`config.mk`:
```
export PLATFORM = sky130hd
export DESIGN_NAME = bird_datapath
export DESIGN_NICKNAME = d
export VERILOG_FILES = /design/src/rtl/bird_pkg.sv /design/src/rtl/sprite_sweeper.sv /design/src/rtl/bird_datapath.sv
export SDC_FILE = /design/constraint.sdc
export NUM_CORES = 1
export LEC_CHECK = 0
export BUFFER_PORTS_ARGS = -buffer_cell sky130_fd_sc_hd__clkbuf_2
export CAP_MARGIN = 20
export CORE_MARGIN = 2
export CORE_UTILIZATION = 45
export DETAILED_ROUTE_END_ITERATION = 8
export GPL_ROUTABILITY_DRIVEN = 1
export PLACE_DENSITY = 0.73
export SKIP_CTS_REPAIR_TIMING = 1
export SLEW_MARGIN = 20
export SYNTH_ARGS = -nofsm -noshare
export SYNTH_HDL_FRONTEND = slang
export SYNTH_HIERARCHICAL = 1
export SYNTH_SLANG_ARGS = --single-unit
export TNS_END_PERCENT = 50
```
`constraint.sdc`:
```
create_clock -name clk -period 5.9 [get_ports clk]
set_input_delay 0.295 -clock clk [delete_from_list [all_inputs] [get_ports clk]]
set_output_delay 0.295 -clock clk [all_outputs]
set_load 0.02 [all_outputs]
```
`src/rtl/bird_pkg.sv`:
```
// Shared definitions for the bird sprite: FSM state codes (common with the
// bird state machine), default screen limits and colour constants.
package bird_pkg;

  localparam logic [3:0] ST_HOLD    = 4'd0;
  localparam logic [3:0] ST_LEFT    = 4'd1;
  localparam logic [3:0] ST_RIGHT   = 4'd2;
  localparam logic [3:0] ST_UP      = 4'd3;
  localparam logic [3:0] ST_DOWN    = 4'd4;
  localparam logic [3:0] ST_CLEAR   = 4'd5;
  localparam logic [3:0] ST_DRAW    = 4'd6;
  localparam logic [3:0] ST_SHOT    = 4'd7;
  localparam logic [3:0] ST_ESCAPE  = 4'd8;
  localparam logic [3:0] ST_CHECK   = 4'd9;
  localparam logic [3:0] ST_PREHOLD = 4'd11;

  localparam int unsigned SCREEN_X_MAX = 159;
  localparam int unsigned SCREEN_Y_MAX = 119;

  localparam logic [2:0] COL_BG   = 3'b011;
  localparam logic [2:0] COL_BIRD = 3'b110;
  localparam logic [2:0] COL_DEAD = 3'b100;

endpackage

```
`src/rtl/sprite_sweeper.sv`:
```
// Row-major pixel sweep over a W x H sprite anchored at (base_x, base_y).
// Ports:
//   clk, reset   - clock, synchronous active-high reset
//   start        - holds the pixel counter at 0 (no sweep in progress)
//   active       - sweep this cycle; plot the current pixel and advance
//   base_x/y     - sprite top-left corner
//   vga_x/y      - current pixel coordinate (combinational from counter)
//   plot         - pixel write strobe
//   last         - high while the final pixel is plotted
module sprite_sweeper #(
  parameter int unsigned W = 8,
  parameter int unsigned H = 8
) (
  input  logic       clk,
  input  logic       reset,
  input  logic       start,
  input  logic       active,
  input  logic [7:0] base_x,
  input  logic [6:0] base_y,
  output logic [7:0] vga_x,
  output logic [6:0] vga_y,
  output logic       plot,
  output logic       last
);

  localparam int unsigned N  = W * H;
  localparam int unsigned KW = $clog2(N);
  localparam logic [KW-1:0] K_LAST = KW'(N - 1);

  logic [KW-1:0] k;

  always_ff @(posedge clk) begin
    if (reset || start) begin
      k <= '0;
    end else if (active) begin
      k <= last ? '0 : k + KW'(1);
    end
  end

  assign last  = active && (k == K_LAST);
  assign plot  = active;
  assign vga_x = base_x + 8'(32'(k) % W);
  assign vga_y = base_y + 7'(32'(k) / W);

endmodule

```
`src/rtl/bird_datapath.sv`:
```
// Bird datapath: owns bird position, ammo and hit detection, sweeps the
// clear/draw pixels into the VGA adapter and returns FSM status flags.
// Ports:
//   clk, reset        - clock, synchronous active-high reset
//   state             - bird FSM state code (see bird_pkg)
//   trigger           - one-cycle fire pulse
//   cross_x/cross_y   - crosshair position
//   vga_x/vga_y       - pixel coordinate
//   colour, plot      - pixel colour and write strobe
//   enable_draw       - pulse on the last pixel of a sweep
//   shot              - bird hit this round
//   out_of_ammo       - no shots left
//   flying            - bird still on screen
module bird_datapath
  import bird_pkg::*;
#(
  parameter int unsigned START_X   = 76,
  parameter int unsigned START_Y   = 100,
  parameter int unsigned STEP      = 1,
  parameter int unsigned FALL_STEP = 2,
  parameter int unsigned SPRITE_W  = 8,
  parameter int unsigned SPRITE_H  = 8,
  parameter int unsigned AMMO      = 3,
  parameter int unsigned X_MAX     = SCREEN_X_MAX,
  parameter int unsigned Y_MAX     = SCREEN_Y_MAX,
  parameter logic [2:0]  BG_COLOUR   = COL_BG,
  parameter logic [2:0]  BIRD_COLOUR = COL_BIRD,
  parameter logic [2:0]  DEAD_COLOUR = COL_DEAD
) (
  input  logic       clk,
  input  logic       reset,
  input  logic [3:0] state,
  input  logic       trigger,
  input  logic [7:0] cross_x,
  input  logic [6:0] cross_y,
  output logic [7:0] vga_x,
  output logic [6:0] vga_y,
  output logic [2:0] colour,
  output logic       plot,
  output logic       enable_draw,
  output logic       shot,
  output logic       out_of_ammo,
  output logic       flying
);

  localparam logic [8:0] XL = 9'(X_MAX - SPRITE_W + 1);
  localparam logic [7:0] YL = 8'(Y_MAX - SPRITE_H + 1);
  localparam int unsigned AW = $clog2(AMMO + 1);

  logic [7:0]    bird_x, drawn_x, base_x, x_left, x_right;
  logic [6:0]    bird_y, drawn_y, base_y, y_up, y_down, y_shot;
  logic [8:0]    x_inc, x_hi;
  logic [7:0]    y_inc, y_fall, y_hi;
  logic [AW-1:0] ammo;
  logic          done;
  logic [3:0]    done_state;
  logic          is_draw, sweeping, sweep_last, hit, fire_ok;

  // One spare bit on the increments so clamping never sees a wrapped value.
  assign x_inc   = {1'b0, bird_x} + 9'(STEP);
  assign x_right = (x_inc > XL) ? XL[7:0] : x_inc[7:0];
  assign x_left  = (bird_x < 8'(STEP)) ? '0 : bird_x - 8'(STEP);
  assign y_inc   = {1'b0, bird_y} + 8'(STEP);
  assign y_down  = (y_inc > YL) ? YL[6:0] : y_inc[6:0];
  assign y_up    = (bird_y < 7'(STEP)) ? '0 : bird_y - 7'(STEP);
  assign y_fall  = {1'b0, bird_y} + 8'(FALL_STEP);
  assign y_shot  = (y_fall > YL) ? YL[6:0] : y_fall[6:0];

  assign x_hi = {1'b0, bird_x} + 9'(SPRITE_W - 1);
  assign y_hi = {1'b0, bird_y} + 8'(SPRITE_H - 1);
  assign hit  = (cross_x >= bird_x) && ({1'b0, cross_x} <= x_hi) &&
                (cross_y >= bird_y) && ({1'b0, cross_y} <= y_hi);

  assign fire_ok = trigger && (ammo != '0) && !shot &&
                   !(state inside {ST_PREHOLD, ST_SHOT, ST_ESCAPE, ST_CHECK});

  // done only blocks a re-sweep of the state that just finished, so a
  // CLEAR followed directly by DRAW starts plotting in DRAW's first cycle.
  assign is_draw  = (state == ST_DRAW);
  assign sweeping = ((state == ST_CLEAR) || is_draw) &&
                    !(done && (state == done_state));
  assign base_x   = is_draw ? bird_x : drawn_x;
  assign base_y   = is_draw ? bird_y : drawn_y;
  assign colour   = is_draw ? (shot ? DEAD_COLOUR : BIRD_COLOUR) : BG_COLOUR;

  assign enable_draw = sweep_last;
  assign out_of_ammo = (ammo == '0);

  sprite_sweeper #(.W(SPRITE_W), .H(SPRITE_H)) u_sweeper (
    .clk    (clk),
    .reset  (reset),
    .start  (!sweeping),
    .active (sweeping),
    .base_x (base_x),
    .base_y (base_y),
    .vga_x  (vga_x),
    .vga_y  (vga_y),
    .plot   (plot),
    .last   (sweep_last)
  );

  always_ff @(posedge clk) begin
    if (reset) begin
      bird_x     <= 8'(START_X);
      bird_y     <= 7'(START_Y);
      drawn_x    <= 8'(START_X);
      drawn_y    <= 7'(START_Y);
      ammo       <= AW'(AMMO);
      shot       <= 1'b0;
      flying     <= 1'b1;
      done       <= 1'b0;
      done_state <= ST_HOLD;
    end else begin
      case (state)
        ST_LEFT:  bird_x <= x_left;
        ST_RIGHT: bird_x <= x_right;
        ST_UP:    bird_y <= y_up;
        ST_DOWN:  bird_y <= y_down;
        ST_SHOT: begin
          bird_y <= y_shot;
          flying <= (y_shot != YL[6:0]);
        end
        ST_ESCAPE: begin
          bird_y <= y_up;
          flying <= (y_up != '0);
        end
        ST_PREHOLD: begin
          // drawn_x/drawn_y keep the old sprite so the next CLEAR erases it
          bird_x <= 8'(START_X);
          bird_y <= 7'(START_Y);
          ammo   <= AW'(AMMO);
          flying <= 1'b1;
        end
        default: ;
      endcase

      if (state == ST_PREHOLD) begin
        shot <= 1'b0;
      end else if (fire_ok) begin
        ammo <= ammo - AW'(1);
        if (hit) shot <= 1'b1;
      end

      if (sweep_last) begin
        done       <= 1'b1;
        done_state <= state;
        if (is_draw) begin
          drawn_x <= bird_x;
          drawn_y <= bird_y;
        end
      end else if (state != done_state) begin
        done <= 1'b0;
      end
    end
  end

endmodule

```
== Word level (Yosys, flattened, before mapping) ==
Index checks and enable logic that the tools add are counted.
Cells by class
  add/sub/neg operators: 11
  order comparisons: 9
  equal/unequal tests: 14
  multiplexer cells: 18
  reductions and logical operators: 26
Operator list (count)
  7-bit 2-to-1 mux: 4
  7-bit case mux with 4 select lines: 1
  8-bit 2-to-1 mux: 3
  8-bit case mux with 3 select lines: 1
  4-bit by 3-bit equality test with 1-bit output (second input constant): 4
  8-bit by 7-bit > comparator with 1-bit output (second input constant): 2
  4-bit equality test (second input constant): 3
  8-bit by 1-bit adder with 9-bit output (second input constant): 1
  8-bit by 3-bit adder with 9-bit output (second input constant): 1
  9-bit by 8-bit > comparator with 1-bit output (second input constant): 1
  8-bit by 9-bit <= comparator with 1-bit output: 1
  1-bit logical AND: 9
  7-bit by 1-bit adder with 8-bit output (second input constant): 1
  7-bit by 2-bit adder with 8-bit output (second input constant): 1
  7-bit by 3-bit adder with 8-bit output (second input constant): 1
  8-bit by 3-bit adder with 8-bit output: 1
  4-bit by 2-bit equality test with 1-bit output (second input constant): 2
  8-bit >= comparator: 1
  7-bit by 8-bit <= comparator with 1-bit output: 1
  8-bit by 1-bit < comparator with 1-bit output (second input constant): 1
  2-bit 2-to-1 mux: 4
  4-bit nonzero test: 2
  8-bit by 1-bit subtractor with 8-bit output (second input constant): 1
  7-bit by 3-bit adder with 7-bit output: 1
  other kinds (22): 30
Storage, ports and cells
  flip-flop bits (word level): 45
  bits of input ports: 22
  output and inout port bits: 23
  word-level logic and storage cells: 88

== Logic depth before layout (Yosys ltp) ==
Gate-level depths: netlist of run 1.
  depth after elaboration: 6
  gate-level depth with buffers: 13
  depth with buffers taken out: 12

== By module ==
The synthesis of run 1 kept the hierarchy.
By module, submodules not included
  bird_datapath: instances 1, cells each 501, area each 3823.7 µm², seq. area each 780.7 µm²
  sprite_sweeper: instances 1, cells each 72, area each 626.9 µm², seq. area each 120.1 µm²

== Worst setup path after synthesis of run 1 ==
No wires, ideal clock.
  path type: input to register
  from: input port state[3]
  to: register drawn_x[0]
  library setup time: 0.078 ns
  data arrival time: 2.798 ns
  required time: 5.822 ns
  slack: 3.024 ns
  cell stages on the path: 12
  path buffers: 4
  path through: buf_4 > clkbuf_1 > a222oi_1 > nand2_1 > nand3_1 > inv_1 > nand3_1 > nor2_1 > clkbuf_1 > clkbuf_1 > nor2_1 > nor3_1
Between the ends
  word-level cells in the longest chain between the ends: 5
  elaborated cells on any way between the ends: 9
  those cells by class: eq/ne (3); mux (1); reduce/logical (5)
Ends and longest elaborated chain
  start: declaration: RTL line bird_datapath.sv:32  | input logic [3:0] state,
  4-bit equality test: RTL line bird_datapath.sv:81  | !(done && (state == done_state));
  1-bit logical AND: RTL line bird_datapath.sv:81
  1-bit zero test: RTL line bird_datapath.sv:81
  1-bit logical AND *: RTL line bird_datapath.sv:80  | assign sweeping = ((state == ST_CLEAR) || is_draw) &&
  named net sweeping: RTL line bird_datapath.sv:57  | logic is_draw, sweeping, sweep_last, hit, fire_ok;
  1-bit logical AND *: RTL line sprite_sweeper.sv:40  | assign last = active && (k == K_LAST);
  named net enable_draw: RTL line bird_datapath.sv:40  | output logic enable_draw,
  end signal: assignment: RTL line bird_datapath.sv:106  | drawn_x <= 8'(START_X);
  end signal: assignment: RTL line bird_datapath.sv:148  | drawn_x <= bird_x;
  end: declaration: RTL line bird_datapath.sv:50  | logic [7:0] bird_x, drawn_x, base_x, x_left, x_right;
Mark *: on every way through the listed nets, which the timed path passes. The rest lies on a longest branch.
A chain may end at the register's enable or synchronous reset.

== Worst setup path after layout of run 1 ==
  from: input port state[3]
  to: output port vga_x[6]
Between the ends
  word-level cells in the longest chain between the ends: 3
Ends and longest elaborated chain
  4-bit by 3-bit equality test with 1-bit output: RTL line bird_datapath.sv:79  | assign is_draw = (state == ST_DRAW);
  8-bit 2-to-1 mux
  named net base_x[0]: RTL line bird_datapath.sv:50
  8-bit by 3-bit adder with 8-bit output: RTL line sprite_sweeper.sv:42  | assign vga_x = base_x + 8'(32'(k) % W);
  end: declaration: RTL line bird_datapath.sv:36  | output logic [7:0] vga_x,
The timed path passes the listed nets, and every way through them passes these cells.

==> results.cfg, run 1 <==
[power]
leakage_uw = 0.001990
ir_drop_v = 0.00009654
power_density_mw_per_mm2 = 164.3

[critical_path]
cp-start-kind = input pin
cpMostUsedCell = clkbuf_2
crit_fanout = 20
cp_slowest_cell = and3_1
critPathKind = input pin to primary output
cp_cell_sequence = clkbuf_2 > nor2_1 > and3_1 > mux2_2 > ha_1 > fa_1 > a21o_1 > nand4_1 > xnor2_1 > clkbuf_2
reg2reg_setup_slack_ns = 2.74
timing.rr.end = shot$_SDFFE_PP0P_
required_ns = 5.61
cp_top_family = simple AND/OR/NAND/NOR gates
worstSetupEndpointType = primary output
worst-path-buf-inv = 2
cp.arrival_ns = 3.20
rr_startpoint = bird_y[2]$_SDFFE_PP1P_
r2r_cells = 12
critPathMaxStageDelay_ns = 0.69

[cts]
clk_latency_ns = 0.30
root_buffer = clkbuf_8
cts_max_level = 2
clock_sinks = 45
cts_buffers = 5
clock_path_buffers = 2
cts_tree = yes
path_clk_slew_ns = 0.09

[logic_synthesis]
syn_inst = 573
yosys_most_used_dff = dfxtp_1
synthTopCellsByCount = 65 x nor2_1, 48 x ha_1, 45 x dfxtp_1, 37 x a21oi_1, 35 x inv_1
syn_nets = 645
ys_async_sr_fraction_pct = 0
ys_ff_latch = 45
synthDistinctLibCells = 80
synth.cell_area_sq_mm = 0.004451
synth_area_leaders = dfxtp_1 20%, ha_1 13%, xnor2_1 6.1%
synth_top_cell_area_share_pct = 20.24
synth_top_area_cell = dfxtp_1
yosysMostFrequentCell = nor2_1
yosys_warnings = 6
yosysSeqAreaShare_pct = 20.24
avgSynthCellArea_sq_um = 7.767
synth_enable_flop_cells = 0

[placed_design]
port_buffers = 44
postPlaceCellArea_sq_mm = 0.004671
placed_cells = 717
place_congestion = 0.9007
hpwlAfterDp_mm = 8.315

[floorplan]
die_area_sq_mm = 0.01070
die_w_microns = 103.5
start_util_pct = 45.96
pin_count = 45
core_area_sq_mm = 0.009684
chipHeight_microns = 103.5
num_rows = 36

[detailed_routing]
wirelength_mm = 11.06
first_iter_violations = 410
drc = 0
vias = 4201
postRouteAntennaNets = 0
vias_per_cell = 5.802
firstDrtPassIters = 5
post_drt_wl_per_cell_microns = 15.27

[global_route]
grt_max_degree = 39
grt.overflow.total = 0
grt_pass1_vias = 3872
grt_pass1_wl_mm = 18.42
grt_use_total_pct = 21.20
antenna_found_initial = 0

[sta]
fin_crit_sh_pct = 59.31
final-hold-violation-count = 0
layout_min_cycle_time_ns = 3.500
setup_tns_ns = 0
fin_worst_skew_ns = 0.006188
fmax_mhz = 285.8
finalSetupViolCount = 0
slew_headroom_pct = 41.80
rsz0062_at_grt = false
slew_violations = 0
worst_pin_slew_ns = 0.8731

[finish]
fin_area_sq_mm = 0.004778
final_util_pct = 49.34
n_antenna_cell = 0
syn2layout_area_growth_pct = 7.366
nNetsFinal = 663
drive_above_1_share_pct = 14.38
nFillCells = 946
stdcell_count = 724

[worst_hold_path]
holdPathEnd = done_state[1]$_SDFFE_PP0P_
hold_depth = 3
hp-class = input pin to flop
worstHoldStart = state[1]

[status]
status = complete, no violations

[flow_run]
maxCapViolCount = 0
==> stage by stage <==
step / worst slack [ns] / total power, uW / hold slack [ns]
floorplan: 3.024 / 496.8 / 0.3678
global placement: 2.489 / 541.5 / 0.4647
detailed placement: 2.391 / 548.3 / 0.4738
CTS: 2.385 / 783.0 / 0.4653
global route: 2.200 / 827.0 / 0.4781
finish: 2.400 / 784.9 / 0.4819
==> worst min-delay path: cells and delay by family <==
kind,cells,cell delay (ns)
muxes,1,0.18
and+or+nand+nor,1,0.05
buffers and inverters,1,0.21
==> cell type report <==
class / instances / area [sq um] / area share [%]
multi-input cells: 458 / 3241 / 67.82
flip-flops and latches: 45 / 900.9 / 18.85
repair buffers: 45 / 227.7 / 4.766
well taps: 133 / 166.4 / 3.483
inverters: 36 / 135.1 / 2.828
clock buffers: 5 / 68.82 / 1.440
clock inverters: 2 / 38.79 / 0.8117
==> cell families (layout without fill, tap and decap cells) <==
kind of cell,after synthesis,in the layout,synth area share [%]
xor gates and xnor gates,39,39,7.675
adders and majority gates,51,51,14.65
AOI/OAI and AO/OA,152,152,23.53
muxes,20,20,4.920
buffers and inverters,70,88,6.944
and+or+nand+nor,196,196,22.04
DFF,45,45,20.24
==> metal layers <==
layer	part of all wire, %	vias up	GRT usage [%]
li1	-	2124	-
met1	48	1928	30.24
met2	45	139	33.75
met3	5.9	10	3.293
met4	0.89	0	4.858
met5	0	-	0
==> sequential cells by signal, indices dropped and copies added (netlist names) <==
| signal | flops |
|---|---|
| ammo | 2 |
| u_sweeper/k | 6 |
| shot | 1 |
| bird_x | 8 |
| bird_y | 7 |
| done_state | 4 |
| drawn_x | 8 |
| drawn_y | 7 |
| done | 1 |
| flying | 1 |
==> placed cells by master (no fill, tap or decap), drive strengths merged, types with 4 or more instances in the layout <==
cell / count
nand2: 33
a21oi: 38
nand4: 10
a21boi: 5
xnor2: 31
nor3: 24
and3: 5
xor2: 8
nand3: 24
o221ai: 4
o31ai: 4
ha: 48
nor2: 65
mux2: 15
nand3b: 4
nand2b: 6
a211oi: 7
clkbuf: 49
nor4: 5
inv: 36
a21o: 8
dfxtp: 45
a31oi: 7
o21ai: 34
mux2i: 5
==> how the worst max path moves through the flow <==
stage          slack (ns)                      end  startpoint  depth (start not counted)
3_3_place_gp         2.49                 vga_x[6]    state[3]                         10
5_1_grt              2.20                 vga_x[6]    state[3]                         10
4_1_cts              2.38                 vga_x[6]    state[3]                         10
6_report             2.40                 vga_x[6]    state[3]                         10
2_1_floorplan        3.02  drawn_x[0]$_SDFFE_PP0P_    state[3]                         12
3_5_place_dp         2.39                 vga_x[6]    state[3]                         10
==> where the power goes <==
group	leakage, uW	switching, uW	internal (uW)	total [uW]
Combinational	0.00157	120	82.9	203
Clock	0.0000546	115	126	241
Sequential	0.000365	28.6	313	341
Total	0.00199	264	521	785
Power figures use the tool's default switching activity.
==> run 2, diff against run 1 <==
==> constraint.sdc (replaced) <==
create_clock -name clk -period 3.3 [get_ports clk]
set_input_delay 0.165 -clock clk [delete_from_list [all_inputs] [get_ports clk]]
set_output_delay 0.165 -clock clk [all_outputs]
set_load 0.02 [all_outputs]
==> run 2 against run 1 <==
Effect of this change: sequential power up 71%; clock-buffer cell count unchanged; largest power group unchanged; clock power up 52%; sequential cell count unchanged; wire length up 1.6%; die area unchanged; sequential share of layout area down 0.32 points; global-route usage up 0.42 points; cell count up 1.9%; first-iteration DRC count down 26%; critical endpoint is now shot$_SDFFE_PP0P_.
==> results.cfg, run 2 (synthesis results as in run 1) <==
[global_route]
grt_max_degree = 24
grt_use_total_pct = 21.62
antenna_found_initial = 0
grt_pass1_wl_mm = 18.57
grt_pass1_vias = 3916
grt.overflow.total = 0

[detailed_routing]
drc = 0
first_iter_violations = 303
wirelength_mm = 11.24
firstDrtPassIters = 5
postRouteAntennaNets = 0
post_drt_wl_per_cell_microns = 15.22
vias = 4272
vias_per_cell = 5.789

[cts]
clk_latency_ns = 0.31
clock_path_buffers = 2
cts_tree = yes
cts_buffers = 5
path_clk_slew_ns = 0.10
clock_sinks = 45
root_buffer = clkbuf_8
cts_max_level = 2

[power]
leakage_uw = 0.002036
combPwrFrac_pct = 29.9
swShare_pct = 36.01
p_int_uw = 868.0
power.switching_uw = 488.5
p_seq_share_pct = 43.0
power_density_mw_per_mm2 = 279.1
ir_drop_v = 0.0002408
clkPwrFrac_pct = 27.1

[sta]
finalSetupViolCount = 0
setup_tns_ns = 0
rsz0062_at_grt = false
fin_worst_skew_ns = 0.01388
fmax_mhz = 344.2
slew_headroom_pct = 50.86
layout_min_cycle_time_ns = 2.905
slew_violations = 0
worst_pin_slew_ns = 0.7371
final-hold-violation-count = 0
finalWorstSetupSlack_ns = 0.3951
fin_crit_sh_pct = 88.03

[floorplan]
die_area_sq_mm = 0.01070
pin_count = 45
num_rows = 36
start_util_pct = 45.96
die_w_microns = 103.5
core_area_sq_mm = 0.009684
chipHeight_microns = 103.5

[finish]
syn2layout_area_growth_pct = 9.193
final_util_pct = 50.18
drive_above_1_share_pct = 16.36
n_antenna_cell = 0
nNetsFinal = 676
nFillCells = 932
layout_common_cells = 65 x nor2_1, 48 x ha_1, 45 x dfxtp_1
reg.largest.list = bird_x x8, drawn_x x8
layout_commonest_cell = nor2_1

[critical_path]
worstSetupEndpointType = flop
cp_top_family = compound AO/OA/AOI/OAI gates
worst-path-buf-inv = 2
cp_slowest_cell = dfxtp_1
r2r_cells = 12
cp_cell_sequence = inv_1 > ha_1 > a21boi_1 > xnor2_1 > inv_1 > ha_1 > nand4_1 > nor2_1 > a31oi_1 > a211oi_1 > o21ai_0 > o31ai_1
crit_cells = 12
cp.arrival_ns = 3.13
cp-start-kind = flop
crit_fanout = 10
required_ns = 3.52
critPathMaxStageDelay_ns = 0.53
critPathKind = flop to flop

[placed_design]
hpwlAfterDp_mm = 8.663
place_congestion = 0.9026
dp_slack_ns = 0.3917
port_buffers = 44

[flow_run]
maxCapViolCount = 0

[worst_hold_path]
hold_depth = 4
hp-class = input pin to flop

[status]
status = complete, no violations
==> run 2: cell types whose count changed in the layout (fill, tap and decap cells not counted) <==
cell,previous run,this run
buf_4,1,14
bufinv_16,1,0
clkinvlp_4,0,3
inv_6,1,0
==> run 2: final timing paths <==
| kind | to | start | slack (ns) |
|---|---|---|---|
| worst max-delay path | shot$_SDFFE_PP0P_ | bird_y[1]$_SDFFE_PP0P_ | 0.40 |
| worst min-delay path | bird_x[3]$_SDFFE_PP1P_ | state[3] | 0.31 |
| worst max register to register | shot$_SDFFE_PP0P_ | bird_y[1]$_SDFFE_PP0P_ | 0.40 |
| worst min register to register | drawn_y[3]$_SDFFE_PP0P_ | drawn_y[3]$_SDFFE_PP0P_ | 0.48 |
==> run 2: worst register-to-register path, delay by kind of cell, from the launching register on <==
kind	cells	cell delay, ns
and+or+nand+nor	2	0.24
xor gates and xnor gates	1	0.20
DFF	1	0.53
AOI/OAI and AO/OA	5	1.05
adders and majority gates	2	0.53
buffers and inverters	2	0.28
==> run 2: power by group through the flow <==
stage	clock [uW]	combinational [uW]	sequential [uW]
after global routing	395	454	586
after floorplan	0	304	584
after global placement	0	390	594
after detailed placement	0	399	596
after CTS	371	402	583
final	367	406	583
==> run 2: routing by layer <==
| metal | routed length [microns] | share of wire, % | track usage (%) | vias up |
|---|---|---|---|---|
| li1 | - | - | - | 2145 |
| met5 | 0 | 0 | 0 | - |
| met3 | 670 | 6.0 | 3.159 | 13 |
| met2 | 4939 | 44 | 33.80 | 131 |
| met1 | 5469 | 49 | 30.93 | 1983 |
| met4 | 157 | 1.4 | 6.275 | 0 |
==> run 2: stage by stage <==
stage | total power (uW) | hold slack, ns | cell area, sq um | instances
after global routing | 1435 | 0.3627 | 4860 | 738
after detailed placement | 995.0 | 0.4719 | 4768 | 730
after global placement | 984.1 | 0.4653 | 4768 | 730
final | 1357 | 0.3092 | 4860 | 738
after floorplan | 888.3 | 0.2378 | 4451 | 573
after CTS | 1356 | 0.2946 | 4860 | 738
==> run 2: layout make-up <==
cell class                 count  area (sq um)  area share, %
multi-input combinational    458          3241          66.68
sequential                    45         900.9          18.54
timing repair buffer          58         325.3          6.694
tap                          133         166.4          3.424
inverter                      36         135.1          2.781
clock buffer                   5         68.82          1.416
clock inverter                 3         22.52         0.4634
==> run 3, diff against run 2 <==
--- a/config.mk
+++ b/config.mk
@@ -7,11 +7,14 @@
 export LEC_CHECK = 0
 export BUFFER_PORTS_ARGS = -buffer_cell sky130_fd_sc_hd__clkbuf_2
 export CAP_MARGIN = 20
+export CELL_PAD_IN_SITES_DETAIL_PLACEMENT = 0
+export CELL_PAD_IN_SITES_GLOBAL_PLACEMENT = 1
 export CORE_MARGIN = 2
 export CORE_UTILIZATION = 45
+export CTS_CLUSTER_DIAMETER = 150
 export DETAILED_ROUTE_END_ITERATION = 8
 export GPL_ROUTABILITY_DRIVEN = 1
-export PLACE_DENSITY = 0.73
+export PLACE_DENSITY = 0.91
 export SKIP_CTS_REPAIR_TIMING = 1
 export SLEW_MARGIN = 20
 export SYNTH_ARGS = -nofsm -noshare
==> constraint.sdc (replaced) <==
create_clock -name clk -period 3.3 [get_ports clk]
set_input_delay 0.165 -clock clk [delete_from_list [all_inputs] [get_ports clk]]
set_output_delay 0.165 -clock clk [all_outputs]
set_load 0.05 [all_outputs]
==> run 3 against run 2 <==
Effect of this change: clock skew decreased by 0.0084 ns; power rose by 2.6%; via count decreased by 0.66%; first-iteration DRC count grew 2.0%; combinational power rose by 4%; non-clock buffer count rose by 4.
==> results.cfg, run 3 (synthesis results as in run 1) <==
[finish]
syn2layout_area_growth_pct = 10.40
layout_commonest_cell = nor2_1
final_util_pct = 50.74
nNetsFinal = 680
reg.largest.list = bird_x x8, drawn_x x8
n_antenna_cell = 0
layout_common_cells = 65 x nor2_1, 48 x ha_1, 45 x dfxtp_1
stdcell_count = 742
drive_above_1_share_pct = 16.91

[power]
combPwrFrac_pct = 30.2
clkPwrFrac_pct = 27.9
ir_drop_v = 0.0001971
leakage_uw = 0.002078
p_int_uw = 897.6
swShare_pct = 35.49
p_seq_share_pct = 41.8
power_density_mw_per_mm2 = 283.2
power.switching_uw = 493.8
power_uw = 1391

[critical_path]
rr_startpoint = bird_y[2]$_SDFFE_PP1P_
cp_slowest_cell = and3_1
crit_fanout = 9
worst-path-buf-inv = 4
r2r_cells = 11
cp_cell_sequence = clkbuf_2 > nor2_1 > and3_1 > buf_4 > mux2_2 > ha_1 > inv_1 > fa_1 > nor2b_1 > o2111ai_1 > xnor2_1 > clkbuf_2
cpMostUsedCell = clkbuf_2
worstSetupStartpoint = state[3]
critPathMaxStageDelay_ns = 0.46
worstSetupEndpointType = primary output
critPathKind = input pin to primary output
cp.arrival_ns = 2.77
crit_cells = 12
required_ns = 3.13
reg2reg_setup_slack_ns = 0.59
timing.rr.end = shot$_SDFFE_PP0P_
cp_top_family = simple AND/OR/NAND/NOR gates
cp-start-kind = input pin
worstSetupEndpoint = vga_y[6]

[floorplan]
core_area_sq_mm = 0.009684
pin_count = 45
die_w_microns = 103.5
num_rows = 36
chipHeight_microns = 103.5
start_util_pct = 45.96
die_area_sq_mm = 0.01070

[cts]
path_clk_slew_ns = 0.09
cts_buffers = 5
root_buffer = clkbuf_8
clock_sinks = 45
clk_latency_ns = 0.31
cts_tree = yes
cts_max_level = 2
clock_path_buffers = 2

[detailed_routing]
wirelength_mm = 11.14
postRouteAntennaNets = 0
vias_per_cell = 5.720
firstDrtPassIters = 5
drc = 0
first_iter_violations = 309
post_drt_wl_per_cell_microns = 15.01
vias = 4244

[global_route]
antenna_found_initial = 0
grt_pass1_wl_mm = 18.60
grt_use_total_pct = 21.56
grt.overflow.total = 0
grt_pass1_vias = 3909
grt_max_degree = 23

[flow_run]
maxCapViolCount = 0

[sta]
setup_tns_ns = 0
rsz0062_at_grt = false
layout_min_cycle_time_ns = 2.932
fin_worst_skew_ns = 0.005467
worst_pin_slew_ns = 0.7082
slew_violations = 0
fmax_mhz = 341.1
finalSetupViolCount = 0
fin_crit_sh_pct = 88.84
slew_headroom_pct = 52.79
final-hold-violation-count = 0
finalWorstSetupSlack_ns = 0.3683

[placed_design]
hpwlAfterDp_mm = 8.665
placed_cells = 734
dp_slack_ns = 0.3603
port_buffers = 44
place_congestion = 0.8912

[worst_hold_path]
worstHoldStart = reset
hp-class = input pin to flop

[status]
status = complete, no violations
[run 3: cell count changes in the layout (fill, tap and decap cells not counted)]
cell	change
clkbuf_2	-1
clkinvlp_4	-3
buf_4	+4
inv_6	+1
buf_12	+1
clkinv_4	+1
clkbuf_8	+1
[run 3: power by group through the flow]
stage               clock network [uW]  registers, uW  logic (uW)
global route                       413            586         472
global placement                     0            593         407
detailed placement                   0            594         416
finish                             389            582         421
floorplan                            0            585         311
CTS                                394            581         419
[run 3: layout make-up]
class	count	area, sq um
timing repair buffer	62	370.4
clock buffer	6	82.58
clock inverter	2	17.52
fill	939	4771
inverter	36	135.1
multi-input combinational	458	3241
sequential	45	900.9
tap	133	166.4
[run 3: worst min-delay path by stage]
stage	slack (ns)	end	cells past startpoint
6_report	0.29	done$_SDFFE_PP0P_	2
5_1_grt	0.32	done$_SDFFE_PP0P_	2
4_1_cts	0.28	done$_SDFFE_PP0P_	2
3_5_place_dp	0.47	drawn_x[7]$_SDFFE_PP0P_	2
3_3_place_gp	0.46	ammo[1]$_SDFF_PP1_	2
2_1_floorplan	0.24	u_sweeper/k[0]$_SDFFE_PP0P_	1
[run 3: layer usage]
layer | wire length [microns] | up-vias | global-route usage (%)
met5 | 0 | - | 0
met3 | 511 | 7 | 3.091
met1 | 5636 | 1968 | 31.44
met4 | 80 | 0 | 4.453
li1 | - | 2159 | -
met2 | 4907 | 110 | 33.90
[run 3: through the flow]
stage,hold slack [ns],area [sq um]
6_report,0.2869,4913
2_1_floorplan,0.2378,4451
3_3_place_gp,0.4638,4813
4_1_cts,0.2836,4913
3_5_place_dp,0.4740,4813
5_1_grt,0.3182,4913
